$ cat config.mk
export PLATFORM = sky130hd
export DESIGN_NAME = one_hot_seq_monitor
export DESIGN_NICKNAME = d
export VERILOG_FILES = /design/src/rtl/one_hot_seq_monitor.sv
export SDC_FILE = /design/constraint.sdc
export NUM_CORES = 1
export LEC_CHECK = 0
export ABC_AREA = 1
export CORE_ASPECT_RATIO = 1.2
export CORE_MARGIN = 10
export CORE_UTILIZATION = 40
export DETAILED_ROUTE_END_ITERATION = 12
export HOLD_SLACK_MARGIN = 0.08
export PLACE_DENSITY = 0.62
export SLEW_MARGIN = 20
export SYNTH_ARGS = -nofsm -noshare
export SYNTH_HDL_FRONTEND = slang
export SYNTH_SLANG_ARGS = --single-unit
$ cat constraint.sdc
create_clock -name clk -period 2 [get_ports clk]
set_input_delay 0.4 -clock clk [delete_from_list [all_inputs] [get_ports clk]]
set_output_delay 0.4 -clock clk [all_outputs]
set_load 0.02 [all_outputs]
$ cat src/rtl/one_hot_seq_monitor.sv
// ============================================================================
// Module  : one_hot_seq_monitor
// Brief   : Checks a one-hot upstream sequencer (IDLE->S1->S2->S3->IDLE) and
//           its output code, counts laps, and flags sticky errors.
// Rev     : 1.0  initial release
// ============================================================================
`default_nettype none

module one_hot_seq_monitor #(
  parameter int LAP_W = 8
) (
  input  logic             clk,
  input  logic             rst,
  input  logic [3:0]       state_in,
  input  logic [1:0]       out_in,
  input  logic             valid_in,
  input  logic             clr_err,
  output logic             locked,
  output logic [LAP_W-1:0] lap_cnt,
  output logic             lap_pulse,
  output logic             err_onehot,
  output logic             err_seq,
  output logic             err_out,
  output logic             err_any
);

  localparam logic [1:0] ST_UNLOCKED = 2'd0;
  localparam logic [1:0] ST_TRACK    = 2'd1;
  localparam logic [1:0] ST_FAULT    = 2'd2;

  localparam logic [3:0]       C_IDLE    = 4'b0001;
  localparam logic [3:0]       C_S3      = 4'b1000;
  localparam logic [LAP_W-1:0] C_LAP_MAX = '1;

  logic [1:0]       r_state, w_state_nxt;
  logic [3:0]       r_prev, w_prev_nxt;
  logic [LAP_W-1:0] r_lap_cnt, w_lap_cnt_nxt;
  logic             r_locked, w_locked_nxt;
  logic             r_lap_pulse, w_lap_pulse_nxt;
  logic             r_err_onehot, w_err_onehot_nxt;
  logic             r_err_seq, w_err_seq_nxt;
  logic             r_err_out, w_err_out_nxt;
  logic             r_err_any, w_err_any_nxt;

  logic             w_onehot;
  logic [3:0]       w_succ;
  logic [1:0]       w_prev_idx;
  logic             w_bad_oh, w_bad_seq, w_bad_out, w_fail, w_lap;

  assign w_onehot  = (state_in != 4'd0) && ((state_in & (state_in - 4'd1)) == 4'd0);
  assign w_succ    = {r_prev[2:0], r_prev[3]};
  assign w_bad_oh  = !w_onehot;
  assign w_bad_seq = (state_in != w_succ);
  assign w_bad_out = (out_in != w_prev_idx);
  assign w_fail    = w_bad_oh | w_bad_seq | w_bad_out;
  assign w_lap     = (r_prev == C_S3) && (state_in == C_IDLE);

  // r_prev is always one-hot, so the default arm only ever decodes IDLE.
  always_comb begin
    w_prev_idx = 2'd0;
    case (r_prev)
      4'b0010: w_prev_idx = 2'd1;
      4'b0100: w_prev_idx = 2'd2;
      4'b1000: w_prev_idx = 2'd3;
      default: w_prev_idx = 2'd0;
    endcase
  end

  always_ff @(posedge clk or negedge rst) begin
    if (!rst) begin
      r_state      <= ST_UNLOCKED;
      r_prev       <= C_IDLE;
      r_lap_cnt    <= '0;
      r_locked     <= 1'b0;
      r_lap_pulse  <= 1'b0;
      r_err_onehot <= 1'b0;
      r_err_seq    <= 1'b0;
      r_err_out    <= 1'b0;
      r_err_any    <= 1'b0;
    end else begin
      r_state      <= w_state_nxt;
      r_prev       <= w_prev_nxt;
      r_lap_cnt    <= w_lap_cnt_nxt;
      r_locked     <= w_locked_nxt;
      r_lap_pulse  <= w_lap_pulse_nxt;
      r_err_onehot <= w_err_onehot_nxt;
      r_err_seq    <= w_err_seq_nxt;
      r_err_out    <= w_err_out_nxt;
      r_err_any    <= w_err_any_nxt;
    end
  end

  always_comb begin
    w_state_nxt = r_state;
    if (clr_err) begin
      w_state_nxt = ST_UNLOCKED;
    end else if (valid_in) begin
      case (r_state)
        ST_UNLOCKED: w_state_nxt = w_onehot ? ST_TRACK : ST_FAULT;
        ST_TRACK:    w_state_nxt = w_fail ? ST_FAULT : ST_TRACK;
        ST_FAULT:    w_state_nxt = ST_FAULT;
        default:     w_state_nxt = ST_UNLOCKED;
      endcase
    end
  end

  // Next values for every registered output; clr_err outranks the sample.
  always_comb begin
    w_prev_nxt       = r_prev;
    w_lap_cnt_nxt    = r_lap_cnt;
    w_locked_nxt     = r_locked;
    w_lap_pulse_nxt  = 1'b0;
    w_err_onehot_nxt = r_err_onehot;
    w_err_seq_nxt    = r_err_seq;
    w_err_out_nxt    = r_err_out;
    if (clr_err) begin
      w_locked_nxt     = 1'b0;
      w_err_onehot_nxt = 1'b0;
      w_err_seq_nxt    = 1'b0;
      w_err_out_nxt    = 1'b0;
    end else if (valid_in) begin
      case (r_state)
        ST_UNLOCKED: begin
          if (w_onehot) begin
            w_prev_nxt   = state_in;
            w_locked_nxt = 1'b1;
          end else begin
            w_err_onehot_nxt = 1'b1;
          end
        end
        ST_TRACK: begin
          if (w_fail) begin
            w_locked_nxt     = 1'b0;
            w_err_onehot_nxt = r_err_onehot | w_bad_oh;
            w_err_seq_nxt    = r_err_seq | w_bad_seq;
            w_err_out_nxt    = r_err_out | w_bad_out;
          end else begin
            w_prev_nxt = state_in;
            if (w_lap) begin
              w_lap_pulse_nxt = 1'b1;
              if (r_lap_cnt != C_LAP_MAX) begin
                w_lap_cnt_nxt = r_lap_cnt + 1'b1;
              end
            end
          end
        end
        default: begin
          w_locked_nxt = 1'b0;
        end
      endcase
    end
    w_err_any_nxt = w_err_onehot_nxt | w_err_seq_nxt | w_err_out_nxt;
  end

  assign locked     = r_locked;
  assign lap_cnt    = r_lap_cnt;
  assign lap_pulse  = r_lap_pulse;
  assign err_onehot = r_err_onehot;
  assign err_seq    = r_err_seq;
  assign err_out    = r_err_out;
  assign err_any    = r_err_any;

endmodule

`default_nettype wire

Word level (Yosys, flattened, before mapping)
Index checks and enable logic that the tools add are counted.

word-level totals
  flip-flop bits (word level) = 20
  latch bits = 0
  bits in writable memories = 0
  bits in read-only memories = 0
  logic and storage cells = 77
  memories kept = 0

operators by class
  add/subtract/negate cells = 2
  multipliers = 0
  div/mod/pow operators = 0
  order comparisons = 0
  equal/unequal tests = 13
  shift-type cells = 0
  mux-type cells = 32
  bitwise logic cells = 10
  reductions and logical operators = 11

operators with widths
  kind                 number
  $mux 1               21
  $pmux 2 s3           2
  $add 8x1->8 const B  1
  $mux 2               4
  $mux 4               2
  $ne 8x8->1 const B   1
  $pmux 4 s2           1
  $or 1x1->1           7
  $ne 3x3->1 const B   2
  $reduce_and 6->1     1
  $reduce_and 5->1     1
  $and 4x4->4          1
  $eq 4x1->1 const B   1
  $eq 4x2->1 const B   1
  $eq 4x3->1 const B   1
  $eq 4x4->1 const B   1
  $logic_not 4->1      1
  $ne 2x2->1 const B   2
  $ne 4x4->1           1
  $pmux 1 s2           2
  $reduce_bool 2->1    2
  $reduce_bool 4->1    1
  $sub 4x1->4 const B  1
  $reduce_and 3->1     1
  other kinds (7)      9

Depth between registers and ports, before layout
  word-level depth = 13
  depth in mapped cells = 12
  depth with buffers taken out = 12

Worst setup path before layout
Ideal clock, no wire load.

  kind = register to register
  start = register r_lap_cnt[0] (netlist: lap_cnt[0])
  end = register r_lap_cnt[2] (netlist: lap_cnt[2])
  setup time = 0.118 ns
  data arrival time = 1.371 ns
  setup slack = 0.511 ns
  stages on the path, launching flop included = 8
  buffers on the path = 0
  period minus slack after synthesis = 1.489 ns
  cells stage by stage = dfrtp_1 -> ha_1 -> nand3_1 -> nor3_2 -> nor2_4 -> nand4_4 -> nand2_1 -> nand2_1

between the ends
  longest elaborated chain between the ends = 2
  elaborated cells on any way between the ends = 3

ends and longest elaborated chain
  what                                                 RTL line  text
  start: declaration                                   37        logic [LAP_W-1:0] r_lap_cnt, w_lap_cnt_nxt;
  start signal: assignment                             83        r_lap_cnt <= w_lap_cnt_nxt;
  branches (longest 2 deep; another with $add 8x1->8)  -

Several ways; the timed one is not identified.
A chain may end at the register's enable or synchronous reset.

Worst setup path after layout
  start = register r_lap_cnt[3] (netlist: lap_cnt[3])
  end = output lap_cnt[3]

RTL lines
  what              RTL line  text
  end: declaration  19        output logic [LAP_W-1:0] lap_cnt,

No word-level cell between the ends.

==> impl_summary.md <==
Outcome
The run finished with clean final reports.

Detailed routing
The DRC violation total after the first TritonRoute iteration is 38. The count of nets left with antenna violations once routing finished came out at 0. After detailed routing, the total wire length is ~3 mm. The first-pass detailed-route iteration total is 4. In the routed design, unresolved DRC markers number 0.

For this block, the via count after detailed routing is about 1200. Dividing the detail-routed via count by the number of cells gives around 4.8. The average wire per cell in the routed design is 11.8 um.

Synth
The Yosys step of the flow raised 0 warnings. The count of mapped cells out of synthesis is 185. When the netlist entered floorplanning its net count stood at 196. Counting flops with a built-in enable in the synthesized netlist gives 0. In the synthesized netlist the dominant register cell turns out to be dfrtp_1. The most used standard cell by instance count after synthesis is nand2_1. The fraction of synthesis flops using an asynchronous set or reset pin is 1.00. Counting flops and latches in the post-synthesis netlist gives 20. The netlist area before placement is between 1000 and 1500 um^2. The commonest cells after synthesis are nand2_1 (63), nand3_1 (23), inv_1 (21).

The area share of the largest cell type after synthesis is 0.355. Ranked by total cell area, the synthesized netlist is headed by dfrtp_1 (36%), nand2_1 (18%), nand3_1 (8.6%). The largest total area in the synthesized netlist belongs to dfrtp_1. After synthesis, the netlist uses 23 different library cells. A synthesized cell averages 7.24 um^2.

The fraction of the yosys area taken by sequential cells is 0.375.

Critical path
The critical path required time is approximately 1.6 ns. The slowest stage of the critical path is the clkdlybuf4s50_1 cell. In this design, the largest share of critical-path delay is due to buffers and inverters. For the worst setup path, the data arrival time is 1.42 ns. Together, buffers and inverters on the worst path number 1.

The worst setup path is launched from a register. The biggest fanout along the worst timing path is 6. The critical path in this run is classified as reg -> out. The worst reg-to-reg setup slack is 0.38 ns. The signal on the critical path passes through clkdlybuf4s50_1.

The largest incremental delay on the critical path is approximately 0.65 ns. The element type at the critical path end is an output pin.

CTS
The root buffer cell is clkbuf_4. The register clock-pin slew on the reported worst setup and hold paths is 0.11 ns. Clock latency on the worst-skew pair, taken at its later pin, is around 0.31 ns. The maximum count of clock buffers along a single path is 2.

In this run, post-CTS hold repair placed 0 buffers. For this design, the sink count on the clock tree is 20. The total CTS buffers is 3. The CTS tree is built. The H-tree depth is 1. In this run, post-CTS repair resized a total of 0 instances. The post-CTS setup buffer count is 0.

Die
The floorplan step defined a core boundary enclosing approximately 3100 um^2. Row generation in the floorplan step produced 22 rows. The initial utilization of the core area, before any placement, comes to 0.427. Pin placement for this block handled 24 I/O pins. The die covers just over 6000 um^2. The width of the die is around 73 um.

The die is 83.4 um tall.

Timing
Setup repair after global routing left no endpoint under its margin. The worst hold margin is 0.410 ns. Setup slack closes at approximately 0.18 ns. The tightest slew margin relative to the limit is 0.825. The transition time at the pin with the least slew margin is between 0.2 and 0.3 ns. Adding up every negative setup slack in the final design gives 0 ns. The number of pins exceeding their max-slew limit in the final report is 0.

The post-route minimum period is between 1.5 and 2 ns. The final worst clock skew is roughly 0.0026 ns. Setup violations remaining at the end of the flow were counted as 0. The final hold violation count is 0.

The fraction of the cycle the final worst path needs is 0.909. The maximum clock frequency is around 550 MHz.

Place
The final weighted congestion in routability-driven placement is ~0.83. The placed wire-length estimate is around 2.5 mm. In this run the tool buffered the top-level ports with 23 buffer cells. The setup slack at placement is -0.0333 ns.

GRT
The total grt overflow is 0. Entering global routing, the biggest net connects 21 pins. The first-pass GRT wire length is 5.40 mm. The number of global-route vias before repair came to between 1000 and 1500.

The number of antenna violations at the first check in global routing is 0. The global-route usage over all layers is 0.106.

Power
The peak supply drop is approximately 0.00044 V. The power per standard cell area is about 620 nW/um^2. Power comes to between 0.001 and 0.0015 W.

The static leakage power is about 0.86 nW.

Finish
0 antenna diodes ended up in the layout. The utilization after layout is 0.540. The signed area change from the synthesized netlist to the final layout is 26.6%. The share of final-layout standard cells stronger than drive strength 1 is 0.188. The post-layout net count is 230.

Min path
The min-delay analysis places its worst path in the category in -> async.

Run
The number of max-cap violations is 0.
[final timing paths]
path	to	cells past startpoint	start
worst max register to register	r_prev[3]	11	r_prev[0]
min in group clk	locked	2	locked
worst max-delay path	lap_cnt[3]	1	lap_cnt[3]
worst min-delay path	err_out	2	rst
max in group asynchronous	r_prev[0]	2	rst
worst min register to register	locked	2	locked
[flip-flops by register name, summed over array words and instances (netlist names)]
register and flops:
err_any 1, locked 1, err_seq 1, r_prev 4, lap_pulse 1, r_state 2, lap_cnt 8, err_onehot 1
err_out 1
[cell type report]
cell class,count,area [um^2]
Clock buffer,4,36.3
Fill cell,319,1440
Inverter,26,97.6
Multi-Input combinational cell,139,739
Sequential cell,20,502
Tap cell,36,45.0
Timing Repair Buffer,29,275
[layout by cell type (no fill, tap or decap), types with 5 or more instances in the layout]
master and n:
dfrtp_1 19, buf_4 6, clkdlybuf4s50_1 23, nor2_4 5, inv_1 21, nand2_1 63, nor2_1 11, nand2_2 9
nand3_1 23
[power by group]
part	switching, W	internal, W	total [W]	leakage, nW
Combinational	0.000210	0.000126	0.000336	0.566
Clock	0.000129	0.000111	0.000240	0.0210
Sequential	0.0000408	0.000442	0.000483	0.268
[through the flow]
stage | cells | area [um^2]
after CTS | 254 | 1700
after detailed placement | 250 | 1660
final | 254 | 1700
after floorplan | 185 | 1340
after global placement | 250 | 1660
after global routing | 254 | 1700
[layer usage]
layer	routed length [um]	vias to the layer above	global-route usage	part of all wire
met5	0	-	0	0
met3	150	5	0.0274	0.050
met1	1300	557	0.125	0.43
met4	37	0	0.0362	0.012
met2	1510	15	0.176	0.50
li1	-	646	-	-
[kinds of logic (layout without fill, tap and decap cells)]
group | Yosys count | after routing | synth area share
xor+xnor | 6 | 6 | 0.0393
fa+ha+maj | 1 | 1 | 0.00934
simple gates | 127 | 127 | 0.482
flops | 20 | 20 | 0.375
buf+inv | 26 | 59 | 0.0729
compound gates | 5 | 5 | 0.0215
Power figures use the tool's default switching activity.
